`src/rtl/modmul_issue_ctrl_pkg.sv`:
```
// Shared definitions for the modular-multiplier issue controller: FSM state
// encoding and the default done-pulse timeout.
package modmul_issue_ctrl_pkg;

    typedef enum logic [1:0] {
        IDLE  = 2'd0,
        ISSUE = 2'd1,
        WAIT  = 2'd2,
        HOLD  = 2'd3
    } state_t;

    localparam int DEFAULT_TIMEOUT_CYC = 1024;

endpackage

```
`src/rtl/modmul_wdog_cnt.sv`:
```
// Wait-cycle watchdog: counts enabled cycles since the last clear and flags
// when the count reaches TIMEOUT_CYC-1.
module modmul_wdog_cnt #(
    parameter int TIMEOUT_CYC = 1024
) (
    input  logic clk,
    input  logic rst,
    input  logic clear,
    input  logic enable,
    output logic expired
);

    localparam int CW = $clog2(TIMEOUT_CYC) + 1;
    localparam logic [CW-1:0] LIMIT = CW'(TIMEOUT_CYC - 1);

    logic [CW-1:0] cnt_r;
    logic          expired_s;

    assign expired_s = (cnt_r == LIMIT);
    assign expired   = expired_s;

    // Counter register; parks at the limit so it can never wrap.
    always_ff @(posedge clk or posedge rst) begin
        if (rst) begin
            cnt_r <= {CW{1'b0}};
        end else if (clear) begin
            cnt_r <= {CW{1'b0}};
        end else if (enable && !expired_s) begin
            cnt_r <= cnt_r + {{(CW-1){1'b0}}, 1'b1};
        end
    end

endmodule

```
`src/rtl/modmul_issue_ctrl.sv`:
```
// Issue controller for a modular multiplier: accepts one job, pulses the
// multiplier start, waits for done or timeout, and holds the result until taken.
module modmul_issue_ctrl
    import modmul_issue_ctrl_pkg::*;
#(
    parameter int NBITS       = 128,
    parameter int TIMEOUT_CYC = DEFAULT_TIMEOUT_CYC
) (
    input  logic               clk,
    input  logic               rst,
    input  logic               in_valid,
    output logic               in_ready,
    input  logic [NBITS-1:0]   in_a,
    input  logic [NBITS-1:0]   in_b,
    input  logic               in_nmul,
    output logic [NBITS-1:0]   mm_a,
    output logic [NBITS-1:0]   mm_b,
    output logic               mm_nmul,
    output logic               mm_enable_p,
    input  logic               mm_done_irq_p,
    input  logic [NBITS-1:0]   mm_y,
    input  logic [2*NBITS-1:0] mm_y_nom_mul,
    output logic               out_valid,
    input  logic               out_ready,
    output logic [2*NBITS-1:0] out_y,
    output logic               out_err,
    output logic               busy,
    output logic [15:0]        timeout_count
);

    state_t               state_r, state_s;
    logic                 accept_s, done_take_s, timeout_take_s;
    logic                 cnt_clear_s, cnt_en_s, cnt_expired_s;
    logic                 in_ready_r, busy_r, mm_enable_r, out_valid_r;
    logic [NBITS-1:0]     mm_a_r, mm_b_r;
    logic                 mm_nmul_r, out_err_r;
    logic [2*NBITS-1:0]   out_y_r;
    logic [15:0]          timeout_count_r;

    modmul_wdog_cnt #(.TIMEOUT_CYC(TIMEOUT_CYC)) u_wdog (
        .clk     (clk),
        .rst     (rst),
        .clear   (cnt_clear_s),
        .enable  (cnt_en_s),
        .expired (cnt_expired_s)
    );

    // Next-state logic; done outranks the timeout in the same cycle.
    always_comb begin
        state_s        = state_r;
        accept_s       = 1'b0;
        done_take_s    = 1'b0;
        timeout_take_s = 1'b0;
        cnt_clear_s    = 1'b0;
        cnt_en_s       = 1'b0;
        case (state_r)
            IDLE: begin
                if (in_valid) begin
                    accept_s = 1'b1;
                    state_s  = ISSUE;
                end else begin
                    state_s  = IDLE;
                end
            end
            ISSUE: begin
                cnt_clear_s = 1'b1;
                state_s     = WAIT;
            end
            WAIT: begin
                if (mm_done_irq_p) begin
                    done_take_s = 1'b1;
                    state_s     = HOLD;
                end else if (cnt_expired_s) begin
                    timeout_take_s = 1'b1;
                    state_s        = HOLD;
                end else begin
                    cnt_en_s = 1'b1;
                    state_s  = WAIT;
                end
            end
            HOLD: begin
                if (out_ready) begin
                    state_s = IDLE;
                end else begin
                    state_s = HOLD;
                end
            end
            default: begin
                state_s = IDLE;
            end
        endcase
    end

    // State register and handshake/status flags decoded from the next state.
    always_ff @(posedge clk or posedge rst) begin
        if (rst) begin
            state_r     <= IDLE;
            in_ready_r  <= 1'b1;
            busy_r      <= 1'b0;
            mm_enable_r <= 1'b0;
            out_valid_r <= 1'b0;
        end else begin
            state_r     <= state_s;
            in_ready_r  <= (state_s == IDLE);
            busy_r      <= (state_s != IDLE);
            mm_enable_r <= (state_s == ISSUE);
            out_valid_r <= (state_s == HOLD);
        end
    end

    // Operand capture, result registration and timeout statistics.
    always_ff @(posedge clk or posedge rst) begin
        if (rst) begin
            mm_a_r          <= {NBITS{1'b0}};
            mm_b_r          <= {NBITS{1'b0}};
            mm_nmul_r       <= 1'b0;
            out_y_r         <= {(2*NBITS){1'b0}};
            out_err_r       <= 1'b0;
            timeout_count_r <= 16'd0;
        end else begin
            if (accept_s) begin
                mm_a_r    <= in_a;
                mm_b_r    <= in_b;
                mm_nmul_r <= in_nmul;
            end
            if (done_take_s) begin
                out_y_r   <= mm_nmul_r ? mm_y_nom_mul : {{NBITS{1'b0}}, mm_y};
                out_err_r <= 1'b0;
            end else if (timeout_take_s) begin
                out_y_r   <= {(2*NBITS){1'b0}};
                out_err_r <= 1'b1;
                if (timeout_count_r != 16'hFFFF) begin
                    timeout_count_r <= timeout_count_r + 16'd1;
                end
            end
        end
    end

    assign in_ready      = in_ready_r;
    assign busy          = busy_r;
    assign mm_enable_p   = mm_enable_r;
    assign out_valid     = out_valid_r;
    assign mm_a          = mm_a_r;
    assign mm_b          = mm_b_r;
    assign mm_nmul       = mm_nmul_r;
    assign out_y         = out_y_r;
    assign out_err       = out_err_r;
    assign timeout_count = timeout_count_r;

endmodule

```
`config.mk`:
```
export PLATFORM = sky130hd
export DESIGN_NAME = modmul_issue_ctrl
export DESIGN_NICKNAME = d
export VERILOG_FILES = /design/src/rtl/modmul_issue_ctrl_pkg.sv /design/src/rtl/modmul_wdog_cnt.sv /design/src/rtl/modmul_issue_ctrl.sv
export SDC_FILE = /design/constraint.sdc
export NUM_CORES = 1
export LEC_CHECK = 0
export CORE_AREA = 4 4 452 454
export DETAILED_ROUTE_END_ITERATION = 10
export DIE_AREA = 0 0 456 458
export PLACE_DENSITY = 0.36
export SYNTH_ARGS = -nofsm -noshare
export SYNTH_HDL_FRONTEND = slang
export SYNTH_SLANG_ARGS = --single-unit
```
`constraint.sdc`:
```
create_clock -name clk -period 16.15 [get_ports clk]
set_input_delay 1.615 -clock clk [delete_from_list [all_inputs] [get_ports clk]]
set_output_delay 1.615 -clock clk [all_outputs]
set_load 0.005 [all_outputs]
```
# Word level (Yosys, flattened, before mapping)
# Cells that the tools add are included.
totals:
  regBits: 547
  inputBits: 646
  output_inout_bits: 534
  word_cells: 53
classes:
  n_addsub: 2
  n_eq_ne: 7
  n_mux: 23
  bitwise: 1
  n_reduce_logical: 8
ops:
  columns: ["cell", "count"]
  rows:
  - ["$mux W256", 3]
  - ["$mux W11", 2]
  - ["$add A16 B1 Y16 const B", 1]
  - ["$mux W1", 16]
  - ["$ne A16 B16 Y1 const B", 1]
  - ["$add A11 B1 Y11 const B", 1]
  - ["$eq A11 B10 Y1 const B", 1]
  - ["$pmux W2 S4", 1]
  - ["$eq A2 B2 Y1 const B", 3]
  - ["$reduce_bool A2 Y1", 3]
  - ["$eq A2 B1 Y1 const B", 2]
  - ["$logic_not A2 Y1", 2]
  - ["$reduce_and A3 Y1", 1]
  - ["$mux W2", 1]
  - ["$logic_and A1 B1 Y1", 1]
  - ["$logic_not A1 Y1", 1]
  - ["$not A1 Y1", 1]

# Depth between registers and ports, before layout
depth:
  ltp_word: 7
  ltp_mapped: 8
  depth_no_buf: 6

# Hierarchy
# A second synthesis with hierarchy kept.
unflattened:
  hier_cells: 2084
  area_unflattened_um2: 21490.6
by_module_without_submodules:
  columns: ["mod", "instances", "cells_each", "area_each_um2"]
  rows:
  - ["modmul_issue_ctrl", 1, 2020, 20861.3]
  - ["modmul_wdog_cnt", 1, 64, 629.4]

# Least setup slack after synthesis
# OpenSTA, ideal clock, no wires.
synth_path:
  kind: "input port to flip-flop"
  startpoint: "input mm_done_irq_p"
  endpoint: "register timeout_count_r[13], in the netlist timeout_count[13]"
  t_arrival_ns: 2.753
  slack_ns: 13.273
  cell_stages: 6
  n_path_buf: 1
  path_cell_list: "nand4b_1 -> or4_1 -> nor2_1 -> buf_4 -> nand4_1 -> xnor2_1"
synth_via:
  elab_chain_cells: 4
synth_lines:
  columns: ["element", "line_no", "source"]
  rows:
  - ["from (decl)", "modmul_issue_ctrl.sv:20", "input logic mm_done_irq_p,"]
  - ["$mux W1", "modmul_issue_ctrl.sv:70", "if (mm_done_irq_p) begin"]
  - ["$mux W1", "modmul_issue_ctrl.sv:56", "case (state_r)"]
  - ["$not A1 Y1 (no source line)", null, null]
  - ["$reduce_and A3 Y1 (no source line) *", null, null]
  - ["to (signal assigned)", "modmul_issue_ctrl.sv:133", "timeout_count_r <= timeout_count_r + 16'd1;"]
  - ["to (decl)", "modmul_issue_ctrl.sv:38", "logic [15:0] timeout_count_r;"]
# Every way passes the cells marked *; elsewhere a longest branch is shown, timed or not.
# A chain may end at the register's enable or synchronous reset.

# Final worst setup path
layout_path:
  startpoint: "input in_valid"
  endpoint: "register mm_a_r[7], in the netlist mm_a[7]"
layout_via:
  elab_chain_cells: 2
layout_lines:
  columns: ["element", "line_no", "source"]
  rows:
  - ["from (decl)", "modmul_issue_ctrl.sv:11", "input logic in_valid,"]
  - ["$mux W1", "modmul_issue_ctrl.sv:58", "if (in_valid) begin"]
  - ["$mux W1", "modmul_issue_ctrl.sv:56", null]
  - ["to (signal assigned)", "modmul_issue_ctrl.sv:114", "mm_a_r <= {NBITS{1'b0}};"]
  - ["to (signal assigned)", "modmul_issue_ctrl.sv:122", "mm_a_r <= in_a;"]
  - ["to (decl)", "modmul_issue_ctrl.sv:35", "logic [NBITS-1:0] mm_a_r, mm_b_r;"]
# Every way passes these cells.

==> results.toml <==
[global_route]
grt_max_degree = 150
grt-ovfl-total = 0
globalRouteTotalUtil = 0.1182
antenna_found_initial = 48
grt_first_pass_wirelength_mm = 170.9
grt_pass1_vias = 18525

[die]
die-height_microns = 458
die_w_microns = 456
fp.dieArea_sq_um = 208800
io_pins = 1180
row_count = 164
core-area_sq_um = 199700
initial_core_util = 0.1072

[yosys]
yosysSeqAreaShare = 0.6394
synthArstFlopShare = 1.000
syn_area_per_cell_sq_um = 15.23
netlist_top_cells_count = "dfrtp_1, mux2_2, mux2i_1"
ys_warn_count = 0
synth_top_area_cell = "dfrtp_1"
ys.flop_type = "dfrtp_1"
ys_types = 43
syn_area_sq_um = 21410
synth_edf_count = 0
ys_seq_elements = 547
synthesis.nets = 2054
synthesis.instances = 1406
synth_top_area_frac = 0.6382
synthTopCellsByArea = "dfrtp_1, mux2_2, mux2i_1"
yosysMostFrequentCell = "dfrtp_1"

[critical_path]
critPathKind = "in2reg"
worst-r2r-cell-count = 5
crit_required_ps = 16700
rr_endpoint = "mm_a[7]$_DFFE_PP0P_"
cp_slowest_cell = "buf_4"
path_common_cell = "buf_4"
end_kind = "flop"
cp_cell_sequence = "clkdlybuf4s50_1 -> nor3b_4 -> buf_4 -> buf_4 -> buf_12 -> mux2_2"
critPathBufInv = 4
critPathMaxStageDelay_ps = 710
cp_max_fo = 149
r2r-start = "state_r[0]$_DFF_PP0_"
critPathLaunchType = "primary input"
crit_arrival_ps = 5270
reg2reg_slack_ps = 12340
path_delay_family = "buffers and inverters"

[timing]
fin_crit_sh = 0.2922
tns_ps = 0
finalCriticalPeriod_ps = 4719
skew_ps = 47.96
tightest_slew_ps = 1336
setup_violations = 0
rsz0062_at_grt = "false"
maxSlewViolCount = 0
timing.fmax_mhz = 211.9
hold_viol = 0
relSlewSlack = 0.1095

[power_and_ir_drop]
p_sw_mw = 2.306
combPwrFrac = 0.408
power.total_mw = 7.104
ir_drop_mv = 0.08250
power_per_cell_area_nw_per_um2 = 183.0
clock_power_share = 0.249
power.internal_mw = 4.797
share_seq_of_total_power = 0.342
power_leakage_nw = 15.42
netSwitchingFraction = 0.3247

[drt]
drt-pass1-iter-count = 5
post_drt_via_cell_ratio = 3.237
drt_wl_total_mm = 128.5
first_iter_violations = 776
ant_nets = 0
vias = 17161
route.detailed.drc = 0
post_drt_wl_per_cell_microns = 24.24

[clock_tree]
numCtsBuffers = 77
post_cts_buffers = 0
path_clk_slew_ps = 60
cts_root_buffer = "clkbuf_16"
clk_latency_ps = 690
clock_sinks = 547
htreeDepth = 3
cts_resized = 0
clk_path_buf_depth = 3
cts_tree = "done"
hold_buffers = 0

[hold_path]
whs_endpoint = "out_y[108]$_DFFE_PP0P_"
worstHoldStart = "out_y[108]$_DFFE_PP0P_"
hp-class = "reg2reg"
hold_path_depth = 1

[final_layout]
multi_input_area_sq_um = 7174
fin_nets = 3230
synthToLayoutAreaGrowth_pct = 81.31
fillers = 21595
final_core_util = 0.1944
drive_above_1_share = 0.1549
regArea_sq_um = 13690

[place]
gp_congestion = 0.8318
dp_hpwl_mm = 102.3
port_buffers = 1179

[run]
cap_violations = 0

[outcome]
outcome = "finished clean"
[power by group through the flow]
stage | Sequential, mW | Combinational, mW | Clock, mW
2_1_floorplan | 2.37 | 0.995 | 0
5_1_grt | 2.51 | 3.09 | 1.91
6_report | 2.43 | 2.90 | 1.77
4_1_cts | 2.44 | 2.99 | 1.87
3_3_place_gp | 2.45 | 2.98 | 0
3_5_place_dp | 2.45 | 2.97 | 0
[layout make-up]
| type | count | share of cell area |
|---|---|---|
| inverters | 6 | 0.0006769 |
| clock buffers | 110 | 0.05670 |
| repair buffers | 1200 | 0.3087 |
| clock inverters | 27 | 0.01031 |
| multi-input cells | 750 | 0.1848 |
| well taps | 2656 | 0.08561 |
| diodes | 6 | 0.0003868 |
| flip-flops and latches | 547 | 0.3528 |
[worst reg2reg max path: cells and delay by family, from the launching register on]
family                 cells  cell delay [ps]
buffers and inverters      3             1980
flip-flops                 1              520
multiplexers               1              990
AND/OR/NAND/NOR            1              210
[per-stage QoR]
stage | hold slack [ps] | worst slack, ps | std cells | instance area (sq um)
5_1_grt | 498.4 | 11270 | 5301 | 38810
3_5_place_dp | 472.5 | 10840 | 5159 | 36200
2_1_floorplan | 469.7 | 7094 | 1406 | 21410
4_1_cts | 488.7 | 11610 | 5296 | 38800
3_3_place_gp | 472.2 | 10760 | 5159 | 36200
6_report | 482.1 | 11430 | 5302 | 38820
[cell families (layout without fill, tap and decap cells)]
kind of cell	Yosys count	after routing	synth area share
mux	391	391	0.1979
buf+inv	109	1343	0.02700
fa+ha+maj	2	2	0.001169
xor+xnor	17	17	0.006954
flops	547	547	0.6394
simple gates	72	72	0.01940
other cells	0	6	0
compound gates	268	268	0.1082
[layer usage]
metal  global-route usage  vias up  wire length [microns]
met3              0.04119      177                   8945
met2               0.2114      679                  66600
met5                    0        -                      0
met1               0.1350     8667                  50400
li1                     -     7638                      -
met4              0.02607        0                   2588
[flip-flops by register name (all words and copies together), names as in the netlist]
signal and cells:
in_ready 1, state_r 2, out_err 1, mm_a 128
out_y 256, u_wdog.cnt_r 11, mm_b 128, out_valid 1
mm_nmul 1, mm_enable_p 1, busy 1, timeout_count 16
[worst max-delay path by stage]
stage                   startpoint  slack, ps  cells after the start                     to
2_1_floorplan                  rst       7090                      1         busy$_DFF_PP0_
3_3_place_gp                   rst      10760                      6   mm_b[47]$_DFFE_PP0P_
3_5_place_dp                   rst      10840                      6   mm_b[47]$_DFFE_PP0P_
4_1_cts        mm_nmul$_DFFE_PP0P_      11610                      2                mm_nmul
5_1_grt                        rst      11270                      6  mm_a[112]$_DFFE_PP0P_
6_report                  in_valid      11430                      6    mm_a[7]$_DFFE_PP0P_
[placed cells by master (no fill, tap or decap), types with 15 or more instances in the layout]
master and n:
clkdlybuf4s50_1 1179, dfrtp_1 545, mux2_2 258, mux2i_1 133, a22o_1 128, o2bb2ai_1 128, clkbuf_16 77, nand2_1 21
buf_4 19, clkbuf_1 18, xnor2_1 16, clkbuf_8 15
Note: power is estimated with default switching activity, not from simulation.
